`config.mk`:
```
export PLATFORM = sky130hd
export DESIGN_NAME = hilo_register
export DESIGN_NICKNAME = d
export VERILOG_FILES = /design/src/rtl/hilo_pkg.sv /design/src/rtl/div_cycle_counter.sv /design/src/rtl/hilo_register.sv
export SDC_FILE = /design/constraint.sdc
export NUM_CORES = 1
export LEC_CHECK = 0
export CORE_ASPECT_RATIO = 2
export CORE_MARGIN = 1.5
export CORE_UTILIZATION = 52
export CTS_BUF_LIST = sky130_fd_sc_hd__clkbuf_8
export DETAILED_ROUTE_END_ITERATION = 8
export PLACE_DENSITY = 0.83
export SETUP_SLACK_MARGIN = 0.4
export SLEW_MARGIN = 20
export SYNTH_ARGS = -nofsm -noshare
export SYNTH_HDL_FRONTEND = slang
export SYNTH_SLANG_ARGS = --single-unit
```
`constraint.sdc`:
```
create_clock -name clk -period 2.2 [get_ports clk]
set_input_delay 0.44 -clock clk [delete_from_list [all_inputs] [get_ports clk]]
set_output_delay 0.44 -clock clk [all_outputs]
set_load 0.05 [all_outputs]
```
`src/rtl/hilo_pkg.sv`:
```
// Shared definitions for the HI/LO result stage and the divider control codes.
// Optional feature macro: HILO_BYPASS_EN (MFHI/MFLO served from dataIn in CAPTURE).
package hilo_pkg;

   localparam int unsigned SIG_W          = 6;
   localparam int unsigned CNT_W          = 6;
   localparam int unsigned DIV_CYCLES_DEF = 32;

   // Control codes, shared with the divider
   localparam logic [SIG_W-1:0] DIVU = 6'b011011;
   localparam logic [SIG_W-1:0] OUT  = 6'b111111;
   localparam logic [SIG_W-1:0] MFHI = 6'b010000;
   localparam logic [SIG_W-1:0] MFLO = 6'b010010;

   typedef enum logic [1:0] {
      ST_IDLE    = 2'd0,
      ST_BUSY    = 2'd1,
      ST_DONE    = 2'd2,
      ST_CAPTURE = 2'd3
   } hilo_state_e;

   // True for either HI/LO read code
   function automatic logic is_read(input logic [SIG_W-1:0] sig);
      return (sig == MFHI) || (sig == MFLO);
   endfunction

endpackage

```
`src/rtl/div_cycle_counter.sv`:
```
// Loadable 6-bit down-counter tracking divide latency; saturates at zero.
module div_cycle_counter
   import hilo_pkg::*;
(
   input  logic             clk,
   input  logic             reset,
   input  logic             i_load,
   input  logic             i_en,
   input  logic [CNT_W-1:0] i_load_val,
   output logic             o_zero
);

   logic [CNT_W-1:0] r_count;

   // Load has priority; decrement only while enabled and non-zero
   always_ff @(posedge clk or negedge reset) begin
      if (!reset) begin
         r_count <= '0;
      end else if (i_load) begin
         r_count <= i_load_val;
      end else if (i_en && (r_count != '0)) begin
         r_count <= r_count - CNT_W'(1);
      end
   end

   assign o_zero = (r_count == '0);

endmodule

```
`src/rtl/hilo_register.sv`:
```
// HI/LO register stage behind the divider: tracks a DIVU in flight, captures
// {quotient, remainder} on OUT, serves MFHI/MFLO and stalls early reads.
// Optional feature macro: HILO_BYPASS_EN (reads in CAPTURE served from dataIn).
module hilo_register
   import hilo_pkg::*;
#(
   parameter int unsigned DIV_CYCLES = DIV_CYCLES_DEF,
   parameter int unsigned WIDTH      = 32
)(
   input  logic                 clk,
   input  logic                 reset,
   input  logic [SIG_W-1:0]     Signal,
   input  logic [2*WIDTH-1:0]   dataIn,
   output logic [WIDTH-1:0]     dataOut,
   output logic                 valid,
   output logic                 busy,
   output logic                 ready,
   output logic                 stall
);

   localparam logic [CNT_W-1:0] LOAD_VAL = CNT_W'(DIV_CYCLES - 1);

   hilo_state_e      r_state;
   logic             r_busy;
   logic             r_ready;
   logic [WIDTH-1:0] r_hi;
   logic [WIDTH-1:0] r_lo;

   logic w_is_read;
   logic w_is_mfhi;
   logic w_read_ok;
   logic w_load;
   logic w_cnt_zero;

   assign w_is_read = is_read(Signal);
   assign w_is_mfhi = (Signal == MFHI);
   assign w_load    = (r_state == ST_IDLE) && (Signal == DIVU);

`ifdef HILO_BYPASS_EN
   // CAPTURE reads are forwarded straight from the divider result
   assign w_read_ok = (r_state == ST_IDLE) || (r_state == ST_CAPTURE);
`else
   assign w_read_ok = (r_state == ST_IDLE);
`endif

   assign stall = w_is_read && !w_read_ok;

   div_cycle_counter u_cnt (
      .clk        (clk),
      .reset      (reset),
      .i_load     (w_load),
      .i_en       (r_state == ST_BUSY),
      .i_load_val (LOAD_VAL),
      .o_zero     (w_cnt_zero)
   );

   // Divide-tracking FSM with registered busy/ready and HI/LO capture
   always_ff @(posedge clk or negedge reset) begin
      if (!reset) begin
         r_state <= ST_IDLE;
         r_busy  <= 1'b0;
         r_ready <= 1'b0;
         r_hi    <= '0;
         r_lo    <= '0;
      end else begin
         case (r_state)
            ST_IDLE: begin
               if (w_load) begin
                  r_state <= ST_BUSY;
                  r_busy  <= 1'b1;
               end
            end
            ST_BUSY: begin
               if (w_cnt_zero) begin
                  r_state <= ST_DONE;
                  r_ready <= 1'b1;
               end
            end
            ST_DONE: begin
               if (Signal == OUT) begin
                  r_state <= ST_CAPTURE;
                  r_ready <= 1'b0;
               end
            end
            ST_CAPTURE: begin
               // Quotient lands in LO, remainder in HI
               r_lo    <= dataIn[2*WIDTH-1:WIDTH];
               r_hi    <= dataIn[WIDTH-1:0];
               r_state <= ST_IDLE;
               r_busy  <= 1'b0;
            end
            default: begin
               r_state <= ST_IDLE;
               r_busy  <= 1'b0;
               r_ready <= 1'b0;
            end
         endcase
      end
   end

   // Read port: one-cycle valid pulse, dataOut holds between reads
   always_ff @(posedge clk or negedge reset) begin
      if (!reset) begin
         dataOut <= '0;
         valid   <= 1'b0;
      end else begin
         valid <= 1'b0;
         if (w_is_read && w_read_ok) begin
            valid <= 1'b1;
            if (r_state == ST_CAPTURE) begin
               dataOut <= w_is_mfhi ? dataIn[WIDTH-1:0] : dataIn[2*WIDTH-1:WIDTH];
            end else begin
               dataOut <= w_is_mfhi ? r_hi : r_lo;
            end
         end
      end
   end

   assign busy  = r_busy;
   assign ready = r_ready;

endmodule

```
==> results of run 1 <==
critical path: stages, from the launching register on:
cell and delay (ns):
dfrtp_1 0.38, inv_2 0.07, ha_4 0.17, nor4_4 0.32, buf_12 0.18
cells in the mapped netlist (all sizes together) (3+ instances only):
cell type,instances,area share (%)
ha,6,1.6
mux2,65,16
mux2i,65,14
nand2,7,0.56
nor3,3,0.32
buf,12,1.7
nor2,4,0.32
dfrtp,107,57
inv,39,3.1
nand2b,3,0.40
a21oi,4,0.43
sequential cells by signal, indices dropped and copies added (netlist names):
signal         count
u_cnt.r_count      6
r_state            2
r_lo              32
valid              1
r_hi              32
ready              1
dataOut           32
busy               1
power by group through the flow:
stage / sequential (mW) / combinational (mW) / clock, mW
final: 1.97 / 0.208 / 1.18
after global routing: 1.97 / 0.223 / 1.31
after CTS: 1.97 / 0.202 / 1.21
after detailed placement: 2.00 / 0.201 / 0
after global placement: 2.00 / 0.198 / 0
after floorplan: 2.01 / 0.0161 / 0
layer usage:
metal,up-vias,share of wire [%],track usage [%]
met5,-,0,0
met1,1567,36,23.6
met4,0,2.3,8.76
met2,90,58,40.3
li1,1440,-,-
met3,18,3.7,4.64
worst min path at each step:
stage	end	slack, ns	cells after the start
after floorplan	busy	0.14	0
after global placement	r_lo[31]	0.48	1
after detailed placement	r_lo[10]	0.48	1
after CTS	dataOut[4]	0.14	2
after global routing	r_hi[4]	0.14	2
final	dataOut[7]	0.10	2
cells by family (layout without fill, tap and decap cells):
group,count (synthesis),in the layout,share of synthesized area (%)
AO/OA/AOI/OAI,14,14,2.39
multiplexers,130,130,29.7
buffers and inverters,53,195,5.00
flip-flops,107,107,57.5
adder cells (fa/ha/maj),6,6,1.61
AND/OR/NAND/NOR,28,28,3.47
XOR/XNOR,2,2,0.376
metrics by stage:
step / utilization [%] / setup WS (ns) / TNS (ns) / total power [mW] / hold slack (ns)
floorplan: - / 0.369 / 0 / 2.02 / 0.144
global placement: 68.4 / 0.0412 / 0 / 2.20 / 0.479
detailed placement: 68.4 / -0.0442 / -0.268 / 2.20 / 0.484
CTS: 70.7 / 0.152 / 0 / 3.38 / 0.138
global route: 76.1 / 0.229 / 0 / 3.50 / 0.140
finish: 76.1 / 0.272 / 0 / 3.36 / 0.102
cell type report:
type,instances,share of cell area (%)
well taps,100,1.90
inverters,39,2.22
clock buffers,9,1.88
repair buffers,140,23.2
flip-flops and latches,107,40.7
multi-input cells,180,29.0
clock inverters,7,1.06
timing repair:
action,CTS,global route
pin swaps,3,5
gates cloned,1,10
gates resized for setup,41,46
buffers inserted,4,9
setup endpoints to repair,48,30
hold buffers,0,0
==> run summary, run 1 <==
The effective utilization at floorplan came out at 53.9%. The floorplan core area came out at 8650 sq um. Counting every sink on the clock net gives 107. TritonCTS built the clock tree. The maximum fanout encountered on the critical timing path came out at 2. In this run the vertical extent of the chip is 137 microns. The worst-case IR drop observed on VDD is 0.501 mV. The ratio of total power to cell area is 510 nW/um^2.

The maximum clock frequency is 0.519 GHz. Clock-pin slew was measured on the worst setup and hold paths at 0.10 ns. The H-tree depth is 3. The startpoint identified for the worst register-to-register timing path is r_state[1]. The area used by multi-input combinational logic came out at 1910 sq um. The number of instances in the synthesized netlist is 340. The number of buffers added on ports is 107.

The part of the total power dissipated in sequential elements is 58.5%. The count of unresolved DRC violations after routing is 0. Of the cells placed in the final design, the portion with a size suffix greater than 1 is 27.2%.

The number of antenna violations at the first check in global routing came out at 0. The half-perimeter wire length of the detailed placement result came out at 6.80 mm. The count of non-filler cells in the finished layout is 582.

The net count of the finished layout is 555. The global-route wire length before repair came out at 15.9 mm. The run finished with clean final reports.

The switching share of power came out at 22.1%. The setup-violating endpoint count in the final report is 0. The area of all sequential standard cells is 2680 sq um. The async set or reset register ratio after synthesis came out at 100%. The I/O pin total is 108. The combinational power share came out at 6.2%. The net switching power came out at 740 uW. The data required time of the worst path came out at 1.76 ns. The via count of the first global-routing pass came out at 3,273. The x dimension of the die came out at 69.9 microns.

Global routing finished with a remaining overflow of 0. The worst setup path is captured at an output port. The number of antenna-violating nets in the routed design came out at 0. The post-route clock period utilization is 87.6%. The tree is rooted in a clkbuf_8. Before antenna repair, the detailed router went through 4 iterations. Yosys printed 0 warnings. Entering global routing, the biggest net connects 108 pins. The total global routing track utilization came out at 21.7%. The library cell used most frequently in the layout, excluding fill and tap cells, is dfrtp_1. The routed layout has 3,115 vias. The most used flip-flop cell after synthesis is dfrtp_1. For the final database, setup skew stands at 0.00499 ns. The final wirelength is 11.6 mm. The slack of the worst reg-to-reg path came out at 0.34 ns. Leaving out fill and tap cells, the most frequent cells in the layout are 107 x dfrtp_1, 67 x clkdlybuf4s50_1, 65 x mux2i_1. The critical path class is reg2out. Synthesis produced a netlist with a net count of 418. The final non-filler cell area came out at 6580 sq um. The critical path starts at r_state[1]. The number of standard-cell rows in the floorplan is 48. The worst register-to-register path ends at dataOut[19]. The slew of the pin with the lowest slew margin is 0.578 ns.

The mapped netlist covers 4660 sq um. For the worst setup path, the data arrival time is 1.49 ns. The area growth from synthesis to final layout came out at 41.3%. TritonCTS created 9 clock buffers. The proportion of synthesized chip area in sequential cells came out at 57.5%. The average wire per cell in the routed design is 20.0 microns. The average cell area after synthesis came out at 13.7 sq um.

The worst path needs 1.93 ns of the cycle, external delays included. The number of cells on the worst reg-to-reg path is 8. Across the run, the number of max-cap violations was 0.

The number of placed instances with taps included is 542. Clock latency on the worst-skew pair, taken at its later pin, is 0.37 ns. The count of distinct cell types in the synthesized netlist is 33. The die covers 9570 sq um. The analysis attributes to cell leakage a power of 3.22 nW. The clock passes through at most 2 buffers.

The final antenna diode count came out at 0. Synthesis inferred 107 register bits. The total placed instance area came out at 5920 sq um.

The violation count after the first detailed-route iteration is 227. The number of synthesized flops with an enable pin came out at 0. The kind of launch point of the worst setup path is a flip-flop.

Setup repair after global routing could not meet its margin everywhere. The count of final hold-check violations is 0. At the end of routability-driven placement, the weighted congestion stood at 0.761. The most critical setup path has its endpoint at stall. The max-slew violation count came out at 0.

The clock group share of total power is 35.3%. Dividing the detail-routed via count by the number of cells gives 5.35. The tightest min-delay check is of the in2async type. The internal power summed over all cells came out at 2.62 mW. The fill cell total of the finished layout is 558. The worst-case headroom to the max-slew limit is 61.5%.
No activity file was read; power rests on OpenSTA's default activity.
==> run 2: changes to the inputs <==
--- a/config.mk
+++ b/config.mk
@@ -7,2 +7,3 @@
 export LEC_CHECK = 0
+export ABC_CLOCK_PERIOD_IN_PS = 2200
 export CORE_ASPECT_RATIO = 2
==> constraint.sdc (replaced) <==
create_clock -name clk -period 2.2 [get_ports clk]
set_input_delay 0.55 -clock clk [delete_from_list [all_inputs] [get_ports clk]]
set_output_delay 0.55 -clock clk [all_outputs]
set_load 0.05 [all_outputs]
==> run summary, run 2 (synthesis results as in run 1) <==
STA puts the critical path data required time at 1.65 ns. The signal arrival time at the worst endpoint is 1.39 ns. The number of placed instances with taps included is 545. The flow ran to the end, and the final reports show no timing, DRC or antenna violations. Setup repair after global routing could not meet its margin everywhere. The global placer's final weighted congestion is 0.815.

The switching share of power is 22.2%. The net switching power came out at 723 uW. At the pin with the least slew margin, the transition time is 0.485 ns.

In this run the worst setup path begins at Signal[2]. The via density per instance is 5.25. The global route total overflow is 0. For the worst flop-to-flop path, the logic depth is 6. The max-slew violation count is 0. The first global-routing pass estimated 15.9 mm of wire. The average wire per cell in the routed design is 17.5 microns. The setup-violating endpoint count in the final report came out at 0.

The ratio of total power to cell area came out at 517 nW/um^2. After layout, the worst path uses 88.3% of the clock period. The count of non-filler cells in the finished layout is 572. The maximum clock frequency came out at 0.515 GHz.

STA classifies the critical path endpoint as an output port. The effective utilization at floorplan came out at 53.9%. After legalization and detailed placement, the total HPWL measured 7.02 mm. The tool flagged a number of max-cap violations equal to 0. The number of standard-cell rows in the floorplan is 48. The overall die area is 9570 sq um. The fill cell total of the finished layout came out at 642.

Leaving out fill and tap cells, the most frequent cell in the layout is dfrtp_1. The clock edge transition at the registers on the reported setup and hold paths is 0.09 ns. The library cells used most frequently in the layout, excluding fill and tap cells, are 107 x dfrtp_1, 65 x mux2_2, 65 x clkdlybuf4s50_1. The number of sinks driven by the clock tree came out at 107.

The area growth from synthesis to final layout is 35.0%. Before antenna repair, the detailed router went through 4 iterations. The final wirelength came out at 10.0 mm. Global routing used 21.8% of the available tracks across all layers. The I/O pin total came out at 108. The H-tree depth is 3.

For the worst-skew pair, the clock arrives at the later sink with an insertion delay of 0.38 ns. The number of buffers on the longest clock path came out at 2. CTS placed an instance of clkbuf_8 at the clock tree root. The worst setup timing slack at the placement stage came out at -0.151 ns.

In the routed design, unresolved DRC markers number 0. The number of CTS-inserted buffers came out at 9. The floorplan core area came out at 8650 sq um.

The part of the total power dissipated in sequential elements came out at 60.4%. The utilization after layout is 72.7%. The worst-case headroom to the max-slew limit is 67.8%. The via count of the first global-routing pass is 3,306.

The CTS tree is built. The overall via count from detail_route is 3,001. The worst register-to-register path begins at r_state[1]. The kind of launch point of the worst setup path is an input pin.

The x dimension of the die came out at 69.9 microns. For this design the static power due to leakage is 3.20 nW. The slack of the worst reg-to-reg path is 0.41 ns. The height of the die is 137 microns. The worst hold path belongs to the class in2async. The internal power summed over all cells is 2.53 mW. In this run, the combinational gates consume 6.4% of the power. The final critical delay including setup and external delays came out at 1.94 ns. In this run the tool buffered the top-level ports with 107 buffer cells. The count of final hold-check violations is 0. The pin count of the biggest net entering global routing is 59. After layout, the worst setup slack is 0.258 ns.

The net count of the finished layout is 544. In this run the remaining antenna-violating nets after routing total 0. The clock network burns 33.2% of the power. In the final layout, the registers with the most flip-flops are dataOut: 32 flops, r_hi: 32 flops, r_lo: 32 flops. The maximum fanout encountered on the critical timing path is 2. Following the worst setup path forward leads to its endpoint at stall. The number of antenna violations at the first check in global routing came out at 1. The critical path class is in2out. The violation count after the first detailed-route iteration is 124. The share of layout cells above drive strength 1 is 32.9%.

In this run the critical register-to-register path is captured at r_state[1]. VDD sags by at most 0.426 mV. Across the routed clock network, the largest skew measured is 0.0107 ns.
[run 2: changes by cell type in the layout (fill, tap and decap cells not counted), sizes merged, moves of 2 or more]
cell,delta
clkdlybuf4s50,-2
dlygate4sd2,-34
clkinvlp,-3
clkdlybuf4s15,+28
inv,+3
buf,-2
[run 2: per-stage QoR]
step | hold slack [ns] | power [mW] | cell area, sq um | setup TNS, ns
5_1_grt | 0.131 | 3.36 | 6290 | 0
3_3_place_gp | 0.479 | 2.20 | 5940 | -2.50
4_1_cts | 0.109 | 3.28 | 6210 | 0
6_report | 0.109 | 3.25 | 6290 | 0
2_1_floorplan | 0.254 | 2.02 | 4680 | 0
3_5_place_dp | 0.485 | 2.21 | 5940 | -3.44
[run 2: worst min path at each step]
stage | end | slack (ns) | depth (start not counted)
global route | r_lo[1] | 0.13 | 1
finish | r_hi[5] | 0.11 | 1
global placement | r_lo[31] | 0.48 | 1
CTS | r_hi[5] | 0.11 | 1
detailed placement | r_lo[0] | 0.48 | 1
floorplan | busy | 0.25 | 0
[run 2: per-layer routing]
metal / wire (microns) / vias up / global-route usage (%)
met5: 0 / - / 0
met4: 281 / 0 / 10.3
met3: 373 / 20 / 4.79
met2: 5740 / 70 / 40.1
met1: 3630 / 1501 / 23.5
li1: - / 1410 / -
[run 2: power groups by stage]
stage                     combinational [mW]  sequential [mW]  clock, mW
final                                  0.207             1.97       1.08
after floorplan                       0.0161             2.01          0
after global routing                   0.225             1.97       1.17
after detailed placement               0.205             2.00          0
after global placement                 0.201             2.00          0
after CTS                              0.208             1.97       1.10
[run 2: what timing repair did]
item                                   in CTS  in global routing
cloned                                      0                  2
setup endpoints to repair                  67                 29
endpoints found under the hold margin       0                  0
setup buffers                               5                  3
resized for setup                         107                 16
hold buffers                                0                  0
pin swaps                                   4                  4
[run 2: final cells by class]
class                           instances  area, sq um  share of cell area, %
Tap cell                              100          125                   1.99
Multi-Input combinational cell        180         1810                   28.8
Sequential cell                       107         2680                   42.6
Antenna cell                            1         2.50                 0.0398
Inverter                               39          146                   2.33
Clock buffer                           10          138                   2.19
Clock inverter                          6         33.8                  0.537
Timing Repair Buffer                  129         1360                   21.6
[run 2: worst max-delay path: stages]
cell and delay, ns:
buf_6 0.09, or2_4 0.25, nor4_4 0.32, buf_12 0.18
==> run 3: changes to the inputs <==
PLACE_DENSITY = 0.82   (was 0.83)
SYNTH_HIERARCHICAL = 1   (was not set)
==> run summary, run 3 <==
The count of warnings emitted by yosys is 6. The proportion of synthesized chip area in sequential cells is 55.6%. The clock arrives with 0.00777 ns of skew. Max-cap violations in this run came to 0.

The number of buffers on the longest clock path is 2. The clock edge transition at the registers on the reported setup and hold paths came out at 0.09 ns. The clock insertion delay at the later pin of the skew report is 0.37 ns.

The global-route track usage on met2 is 42.8%. The met3 capacity usage during global routing came out at 4.22%. Buffers placed on the I/O ports in this run total 107.

After Yosys synthesis, full adders, half adders and majority gates account for 1.82% of the synthesized area. The cell at the root of the clock tree is clkbuf_8. The post-synthesis xor/xnor area fraction came out at 0%. For this run the aggregate overflow at the end of global routing stands at 0. The global-route wire length before repair came out at 17.3 mm.

In this run the count of I/O pins placed on the die edge is 108. The switching share of power came out at 20.7%. The via count of the first global-routing pass is 3,434. The utilization after layout came out at 72.7%. The most used flip-flop cell after synthesis is dfrtp_1. In this design, the critical path's most frequently occurring cell is mux2_4. Traced cell by cell, the critical path runs through buf_6 > nand2b_4 > or4b_4 > buf_8 > buf_12 > mux2_4 > mux2_4. The number of synthesized flops with an enable pin is 0. The post-route clock period utilization is 88.3%.

The final critical delay including setup and external delays is 1.94 ns. After detailed placement, the design holds a cell count of 533. The internal power summed over all cells came out at 2.71 mW. For this block, the routed nets add up to 10.4 mm of wire. The count of final hold-check violations is 0. The initial utilization of the core area, before any placement, comes to 53.4%. Setup repair after global routing could not meet its margin everywhere. The global placer's final weighted congestion is 0.840. The top cell type by area accounts for 55.6% of the synthesized area. The pin count of the biggest net entering global routing is 47. In the final layout, the registers with the most flip-flops are dataOut: 32 flops, r_hi: 32 flops, r_lo: 32 flops. Of the cells placed in the final design, the portion with a size suffix greater than 1 is 49.8%. The multiplexer fraction of the synthesized cell area came out at 32.7%. The signal arrival time at the worst endpoint is 2.20 ns.

The static leakage came out at 3.27 nW. The clock group share of total power is 36.5%. Leaving out fill and tap cells, the most frequent cells in the layout are 106 x dfrtp_1, 95 x mux2_2, 64 x clkdlybuf4s50_1. The first-pass iteration count of the detailed router came out at 4. After global routing, the most crowded layer is met2. The part of the total power dissipated in sequential elements is 57.4%. For this block, the via count after detailed routing is 3,021. The net switching power is 710 uW. The total placed instance area came out at 6090 sq um. The via density per instance came out at 5.41. IR analysis of the VDD net gives a maximum drop of 0.572 mV. In this run the worst hold path is classified as in2async.

The largest incremental delay on the critical path came out at 0.54 ns. Leaving out fill and tap cells, the most frequent cell in the layout is dfrtp_1. By area, the combinational part of the netlist is dominated by multiplexers. The combinational power share is 6.1%. The slowest stage of the critical path belongs to the cell or4b_4. CTS built an H-tree with a depth of 3.

The synthesized netlist devotes 2.83% of its cell area to compound gates. The average cell area after synthesis came out at 15.1 sq um. The half-perimeter wire length of the detailed placement result is 7.06 mm. The violation count after the first detailed-route iteration came out at 189. Summing all non-filler instances in the final layout gives an area of 6550 sq um.

The global routing usage on met1 is 25.3%. The area growth from synthesis to final layout is 36.0%. The ratio of total power to cell area is 523 nW/um^2.

The number of CTS-inserted buffers is 9. After synthesis, the cell types taking the most area are dfrtp_1 56%, mux2_2 23%, mux2_4 9.4%. The final antenna diode count came out at 0. The cell area that synthesis handed to floorplanning was 4810 sq um. Ranked by instance count, the synthesized netlist is headed by 107 x dfrtp_1, 97 x mux2_2, 30 x mux2_4. The height of the die is 139 microns. The worst setup path is of the in2reg kind. STA classifies the critical path startpoint as an input pin. The max-slew violation count came to 0.

The cell with the most instances after synthesis is dfrtp_1. The number of sinks driven by the clock tree is 107. The flow ran to the end, and the final reports show no timing, DRC or antenna violations.

The post-route setup TNS is 0 ns. The data required time of the worst path came out at 2.45 ns. TritonCTS built the clock tree. The total global routing track utilization came out at 22.9%. The count of unresolved DRC violations after routing is 0. After clock tree synthesis, the flow added hold-fix buffers numbering 0.

The overall die area came out at 9880 sq um. The cell type with the highest aggregate area in the netlist is dfrtp_1. The floorplan has 49 rows. Counting distinct cell types in the post-synthesis netlist gives 38. Final hold analysis gives a worst-case slack of 0.138 ns. The number of instances in the synthesized netlist came out at 319.

The count of non-filler cells in the finished layout is 558. After detailed routing, the average wire length per cell comes to 18.7 microns. The fraction of the mapped netlist area in simple logic gates came out at 3.67%. The x dimension of the die is 71.0 microns. The number of antenna violations at the first check in global routing came out at 0. The maximum fanout encountered on the critical timing path is 5. The count of state elements after synthesis came out at 107. The kind of capture point of the worst setup path is a flip-flop. In the synthesized netlist the async set-or-reset flop fraction comes to 100%. The net count of the finished layout came out at 530. The region available for standard cell placement spans 9010 sq um.

The number of antenna-violating nets in the routed design is 0. Setup violations remaining at the end of the flow were counted as 0. The maximum clock frequency is 0.514 GHz.
==> run 3: changes by cell type after synthesis, sizes merged, moves of 3 or more <==
| cell | change |
|---|---|
| or4 | +3 |
| a31oi | +4 |
| mux2 | +64 |
| inv | -31 |
| or3b | +3 |
| mux2i | -64 |
==> run 3: worst max-delay path: cells and delay by family <==
family / cells / cell delay [ns]
AND/OR/NAND/NOR: 2 / 0.68
multiplexers: 2 / 0.55
buffers and inverters: 3 / 0.40
==> run 3: layer usage <==
layer  share of wire (%)  wire length [microns]
met5                   0                      0
met4                 1.8                    183
met3                 3.0                    313
met2                  58                   6070
met1                  37                   3880
==> run 3: logic make-up after synthesis <==
| logic type | Yosys count |
|---|---|
| DFF | 107 |
| and+or+nand+nor | 29 |
| other | 2 |
| muxes | 130 |
| AOI/OAI and AO/OA | 20 |
| adders and majority gates | 7 |
| buffers and inverters | 24 |
==> run 3: final timing paths <==
path	start	endpoint	slack (ns)	depth (start not counted)
hold reg to reg	r_hi[17]	r_hi[17]	0.50	1
max in group asynchronous	reset	u_cnt/r_count[2]	1.43	2
setup reg to reg	r_state[0]	dataOut[31]	0.27	5
setup / recovery	Signal[3]	dataOut[0]	0.26	7
min in group clk	r_hi[17]	r_hi[17]	0.50	1
hold / removal	reset	r_lo[2]	0.14	1
==> run 3: what timing repair did <==
item,CTS,global route
cloned,4,0
gates resized for setup,135,27
buffers inserted,3,2
setup endpoints to repair,72,49
pin swaps,2,3
endpoints found under the hold margin,0,0
==> run 3: area by class of cell <==
class | instances | area (sq um)
clock inverters | 4 | 47.5
flip-flops and latches | 107 | 2680
inverters | 8 | 30.0
clock buffers | 12 | 165
multi-input cells | 192 | 2080
well taps | 102 | 128
repair buffers | 133 | 1420
fillers | 617 | 2460
==> run 3: power by group through the flow <==
stage / logic [mW] / registers, mW / clock network, mW
2_1_floorplan: 0.0144 / 2.00 / 0
3_3_place_gp: 0.198 / 2.00 / 0
3_5_place_dp: 0.200 / 2.00 / 0
4_1_cts: 0.210 / 1.96 / 1.28
5_1_grt: 0.228 / 1.97 / 1.36
6_report: 0.210 / 1.96 / 1.25
==> run 3: metrics by stage <==
step / setup slack, ns / total power, mW
global placement: -0.542 / 2.20
global route: 0.227 / 3.55
detailed placement: -0.561 / 2.20
CTS: 0.222 / 3.46
floorplan: 0.105 / 2.02
finish: 0.256 / 3.42
